**src/rtl/rv32_fetch.sv**
```systemverilog
// RV32 instruction fetch stage. It has a one-entry skid buffer for downstream stalls,
// branch/trap redirect, and a misaligned-target fault slot.
//
// state    | meaning
// FETCH    | bus read of fetch_pc in flight; a response goes to the outputs or to the buffer
// BUFFERED | one instruction is parked because downstream stalled; no bus read
// FAULT    | a misaligned redirect target is presented; held until the next redirect
module rv32_fetch #(
    parameter logic [31:0] RESET_VECTOR = 32'h00000000
) (
    input  logic        clk,
    input  logic        reset,
    input  logic        stall_in,
    input  logic        branch_taken_in,
    input  logic [31:0] branch_pc_in,
    input  logic        trap_in,
    input  logic [31:0] trap_pc_in,
    output logic        instr_read_out,
    output logic [31:0] instr_address_out,
    input  logic        instr_ready_in,
    input  logic [31:0] instr_read_value_in,
    output logic [31:0] pc_out,
    output logic [31:0] instr_out,
    output logic        valid_out,
    output logic        misaligned_out,
    output logic        flush_out
);

    localparam logic [31:0] NOP = 32'h00000013;

    typedef enum logic [1:0] {FETCH, BUFFERED, FAULT} state_t;

    state_t      state_q, state_d;
    logic [31:0] fetch_pc_q, fetch_pc_d;
    logic [31:0] buf_pc_q, buf_pc_d;
    logic [31:0] buf_instr_q, buf_instr_d;
    logic [31:0] pc_q, pc_d;
    logic [31:0] instr_q, instr_d;
    logic        valid_q, valid_d;
    logic        mis_q, mis_d;
    logic        flush_q, flush_d;

    logic        redirect;
    logic [31:0] target;

    assign redirect = trap_in | branch_taken_in;
    assign target   = trap_in ? trap_pc_in : branch_pc_in;

    always_comb begin
        state_d     = state_q;
        fetch_pc_d  = fetch_pc_q;
        buf_pc_d    = buf_pc_q;
        buf_instr_d = buf_instr_q;
        pc_d        = pc_q;
        instr_d     = instr_q;
        valid_d     = valid_q;
        mis_d       = mis_q;
        flush_d     = 1'b0;
        if (redirect) begin
            // A redirect wins over any bus response, buffered entry and stall.
            flush_d = 1'b1;
            if (target[1]) begin
                state_d = FAULT;
                pc_d    = target;
                instr_d = NOP;
                valid_d = 1'b1;
                mis_d   = 1'b1;
            end else begin
                state_d    = FETCH;
                fetch_pc_d = target;
                valid_d    = 1'b0;
                mis_d      = 1'b0;
            end
        end else begin
            case (state_q)
                FETCH: begin
                    if (instr_ready_in) begin
                        fetch_pc_d = fetch_pc_q + 32'd4;
                        if (stall_in) begin
                            buf_pc_d    = fetch_pc_q;
                            buf_instr_d = instr_read_value_in;
                            state_d     = BUFFERED;
                        end else begin
                            pc_d    = fetch_pc_q;
                            instr_d = instr_read_value_in;
                            valid_d = 1'b1;
                            mis_d   = 1'b0;
                        end
                    end else if (!stall_in) begin
                        valid_d = 1'b0;
                        mis_d   = 1'b0;
                    end
                end
                BUFFERED: begin
                    if (!stall_in) begin
                        pc_d    = buf_pc_q;
                        instr_d = buf_instr_q;
                        valid_d = 1'b1;
                        mis_d   = 1'b0;
                        state_d = FETCH;
                    end
                end
                FAULT: ;
                default: state_d = FETCH;
            endcase
        end
    end

    always_ff @(posedge clk or posedge reset) begin
        if (reset) begin
            state_q     <= FETCH;
            fetch_pc_q  <= RESET_VECTOR;
            buf_pc_q    <= 32'h0;
            buf_instr_q <= NOP;
            pc_q        <= 32'h0;
            instr_q     <= NOP;
            valid_q     <= 1'b0;
            mis_q       <= 1'b0;
            flush_q     <= 1'b0;
        end else begin
            state_q     <= state_d;
            fetch_pc_q  <= fetch_pc_d;
            buf_pc_q    <= buf_pc_d;
            buf_instr_q <= buf_instr_d;
            pc_q        <= pc_d;
            instr_q     <= instr_d;
            valid_q     <= valid_d;
            mis_q       <= mis_d;
            flush_q     <= flush_d;
        end
    end

    assign instr_read_out    = (state_q == FETCH) & ~reset;
    assign instr_address_out = fetch_pc_q;
    assign pc_out            = pc_q;
    assign instr_out         = instr_q;
    assign valid_out         = valid_q;
    assign misaligned_out    = mis_q;
    assign flush_out         = flush_q;

endmodule
```
**config.mk**
```make
export PLATFORM = sky130hd
export DESIGN_NAME = rv32_fetch
export DESIGN_NICKNAME = d
export VERILOG_FILES = /design/src/rtl/rv32_fetch.sv
export SDC_FILE = /design/constraint.sdc
export NUM_CORES = 1
export LEC_CHECK = 0
export ABC_AREA = 1
export BUFFER_PORTS_ARGS = -buffer_cell sky130_fd_sc_hd__buf_2
export CAP_MARGIN = 20
export CORE_ASPECT_RATIO = 1.2
export CORE_UTILIZATION = 30
export CTS_CLUSTER_SIZE = 14
export DETAILED_ROUTE_END_ITERATION = 8
export MAX_ROUTING_LAYER = met4
export SYNTH_ARGS = -nofsm -noshare
export SYNTH_HDL_FRONTEND = slang
export SYNTH_SLANG_ARGS = --single-unit
```
**constraint.sdc**
```tcl
create_clock -name clk -period 6.6 [get_ports clk]
set_input_delay 0.33 -clock clk [delete_from_list [all_inputs] [get_ports clk]]
set_output_delay 0.33 -clock clk [all_outputs]
set_load 0.02 [all_outputs]
```
==> run summary <==
The flow ran to the end, and the final reports show no timing, DRC or antenna violations. The peak ir drop on the vdd network is 112 uV, and the number of antenna violations at the first check in global routing is 0. The largest fanout of any net on the critical path works out to 43. Clock latency on the worst-skew pair, taken at its later pin, is 0.43 ns. In this run, synthesis produced a sequential element count of 163. The synthesized netlist net count was 1177; the via total after detailed routing was 7706.

After legalization and detailed placement, the total HPWL measured 17100 microns. The run gives 8380 sq um as the combined area of all synthesized cells. The synthesized area per cell was 7.81 sq um; the mean routed wirelength per cell was 15.7 microns.

The post-layout minimum cycle time was 2.75 ns; the count of endpoints failing hold in the final timing report was 0. In this design, the stage delay of the slowest critical-path cell is 0.61 ns. The via count of the first global-routing pass is 7229. Across all hold checks on the routed design, the worst slack comes to 0.129 ns. The cell with the biggest individual delay on the critical path was sky130_fd_sc_hd__nand2_2. The floorplan step defined a die boundary enclosing 28600 sq um. The wire length after detailed routing came out at 25000 microns. From synthesis to final layout, the design area changed by 21.0%. After detailed placement, the total cell area comes to 9540 sq um. In the final design database the tool counted 1342 nets.

The clock slew seen by the registers of the worst setup and hold paths was 0.07 ns. The number of antenna diodes in the final layout is 0. TritonCTS built the clock tree. The logs give 5 for the number of detailed-routing iterations run before antenna repair and 0.0135 ns for the worst clock skew on the final layout. The power density over cell area came out at 308 nW/um^2. Headroom to the max-slew limit: 38.5%.

The tools report the number of distinct library cells after synthesis as 30. During synthesis, Yosys emitted a total of 0 warnings. The number of max-slew violations in the final report was 0; the combined area of the multi-input logic cells was 3700 sq um. The tools report the DRC violation count after routing as 0.

In this run the count of I/O pins placed on the die edge is 202. The critical path goes through buf_2 > inv_2 > nand2_1 > and2_1 > nand2_2 > nand2_2 > inv_2 > o21ai_0 > nand2_1. The final-layout setup total negative slack is 0 ns, and the post-detailed-route count of antenna-violating nets is 0. The final weighted congestion of routability-driven global placement was 0.874. The synthesized instance count was 1074.

Setup repair after global routing left no endpoint under its margin. The tools report the CTS H-tree depth as 4. The tools report the kind of launch point of the worst setup path as an input port. Global routing consumed, over all layers together, 18.4% of the routing resources. In the finished design, the share of the clock period the worst path needs comes to 41.6%.

The maximum clock insertion buffer count came out at 2. The sequential cell area is 4090 sq um. The largest net degree at the start of global routing is 86, and the worst path required time is 6.91 ns. Flop-to-flop setup slack: 4.26 ns. Measured along the y axis, the die boundary spans 185 microns. The run gives 364 MHz as the top achievable clock speed. The die is 155 microns wide. The number of enable flip-flop cells after synthesis came out at 0. The cell sitting at the root of the clock tree is a sky130_fd_sc_hd__clkbuf_16. The tightest min-delay check is of the input port to flip-flop type. After routing the design area is 10100 sq um.

In the synthesized netlist the dominant register cell turns out to be sky130_fd_sc_hd__dfrtp_1. Largest delay contributor family on the critical path: buffers and inverters. The count of buffers from port buffering is 200, and the fraction of registers with async set/reset is 100%. In this run the core area contains 66 standard-cell rows. CTS saw 163 sinks. The finished layout holds 1592 standard cells, fillers aside.

The number of clock buffers inserted by TritonCTS was 17. For this run the aggregate overflow at the end of global routing stands at 0. The filler cells instantiated in the layout total 2906. At the pin with the least slew margin, the transition time is 0.923 ns. At the worst endpoint, the arrival time is 3.06 ns. The logs give 30.8% for the effective utilization at floorplan and 1559 for the number of placed cells counting well taps. In this run, the number of DRC markers left after iteration 0 of detailed routing was 505. Setup violations remaining at the end of the flow were counted as 0. The fraction of layout cells with a size suffix above 1 came out at 20.5%. Once the clock tree was built, the setup fixing pass inserted 0 buffers. The critical path class is input port to flip-flop. The nature of the critical path endpoint is a flip-flop. The sequential area share after synthesis was 48.7%; the critical path buffer and inverter count was 3.

The global-route wire length before repair is 39600 microns, and the total leakage power is 0.00503 uW. The core region is 27300 sq um. Max-cap violations in this run came to 0. Using the TritonRoute via totals, the vias-per-cell ratio works out to 4.84.
-- placed cells by master, fill, tap and decap left out, types with 2 or more instances in the layout --
cell | synthesis | final
sky130_fd_sc_hd__a31oi_1 | 9 | 9
sky130_fd_sc_hd__clkbuf_8 | 0 | 2
sky130_fd_sc_hd__dfstp_2 | 6 | 6
sky130_fd_sc_hd__o21ai_0 | 166 | 166
sky130_fd_sc_hd__a21oi_1 | 36 | 36
sky130_fd_sc_hd__buf_4 | 3 | 7
sky130_fd_sc_hd__clkbuf_16 | 0 | 17
sky130_fd_sc_hd__o31ai_1 | 31 | 31
sky130_fd_sc_hd__inv_2 | 3 | 4
sky130_fd_sc_hd__nor2_1 | 196 | 196
sky130_fd_sc_hd__mux2_1 | 31 | 31
sky130_fd_sc_hd__inv_1 | 66 | 64
sky130_fd_sc_hd__o21ai_1 | 15 | 15
sky130_fd_sc_hd__nand2_1 | 251 | 251
sky130_fd_sc_hd__buf_2 | 25 | 200
sky130_fd_sc_hd__clkinvlp_4 | 0 | 2
sky130_fd_sc_hd__nand2_2 | 2 | 2
sky130_fd_sc_hd__dfrtp_1 | 157 | 157
sky130_fd_sc_hd__nand4_1 | 3 | 3
sky130_fd_sc_hd__nor2_8 | 2 | 2
sky130_fd_sc_hd__nand3_4 | 1 | 2
sky130_fd_sc_hd__nand3_1 | 29 | 29
sky130_fd_sc_hd__inv_6 | 0 | 6
sky130_fd_sc_hd__bufinv_16 | 0 | 2
-- layer usage --
metal	GRT usage (%)	part of all wire, %	up-vias	wire length, microns
li1	-	-	3855	-
met1	21.8	44	3637	11100
met2	31.7	50	181	12500
met3	2.78	3.5	33	880
met4	6.46	2.2	0	542
met5	-	0	-	0
-- power by group --
part | leakage [uW] | switching, uW | internal, uW
clock | 0.000290 | 443 | 587
sequential | 0.00200 | 156 | 1220
combinational | 0.00274 | 472 | 247
-- worst paths after layout --
path,end,depth (start not counted),start
worst min register to register,pc_out[31],2,pc_out[31]
worst min-delay path,buf_instr_q[9],2,instr_read_value_in[9]
worst max-delay path,instr_address_out[18],9,trap_in
min in group asynchronous,instr_out[28],3,reset
worst max register to register,instr_address_out[18],8,state_q[1]
max in group asynchronous,instr_address_out[18],4,reset
-- kinds of logic after synthesis --
family	after synthesis	synth area share [%]
compound gates	257	16.4
other cells	1	0.0447
xor+xnor	1	0.104
buf+inv	132	7.27
fa+ha+maj	1	0.149
flops	163	48.7
simple gates	488	23.1
mux	31	4.16
-- what timing repair did --
item	in CTS	in global routing
setup endpoints to repair	0	0
resized for setup	0	0
hold endpoints to repair	46	0
hold buffers	1	0
-- sequential cells by signal, indices dropped and copies added, names as in the netlist --
signal and flops:
misaligned_out 1, instr_address_out 31, state_q 2, pc_out 32, instr_out 32, valid_out 1
buf_pc_q 31, flush_out 1, buf_instr_q 32
-- metrics by stage --
| step | setup WS, ns | util, % | power [uW] |
|---|---|---|---|
| 2_1_floorplan | 1.87 | - | 1850 |
| 4_1_cts | 3.80 | 37.2 | 3160 |
| 5_1_grt | 3.59 | 37.2 | 3310 |
| 3_3_place_gp | 3.32 | 35.0 | 2100 |
| 3_5_place_dp | 3.34 | 35.0 | 2120 |
| 6_report | 3.85 | 37.2 | 3120 |
-- synthesized netlist by cell type (all sizes together), types with 3 or more instances --
cell / instances / area, sq um
nor2: 199 / 782
clkbuf: 25 / 95.1
a21oi: 36 / 180
o31ai: 31 / 233
dfstp: 6 / 158
nand3: 31 / 173
o21ai: 181 / 906
dfrtp: 157 / 3930
a31oi: 9 / 56.3
nand2: 253 / 955
nand4: 3 / 18.8
inv: 70 / 265
buf: 37 / 249
mux2: 31 / 349
-- final cells by class --
cell class | instances | area share, %
inverters | 70 | 2.66
flip-flops and latches | 163 | 40.3
well taps | 340 | 4.19
repair buffers | 208 | 10.5
clock inverters | 12 | 1.42
multi-input cells | 779 | 36.5
clock buffers | 20 | 4.50
Power figures use the tool's default switching activity.
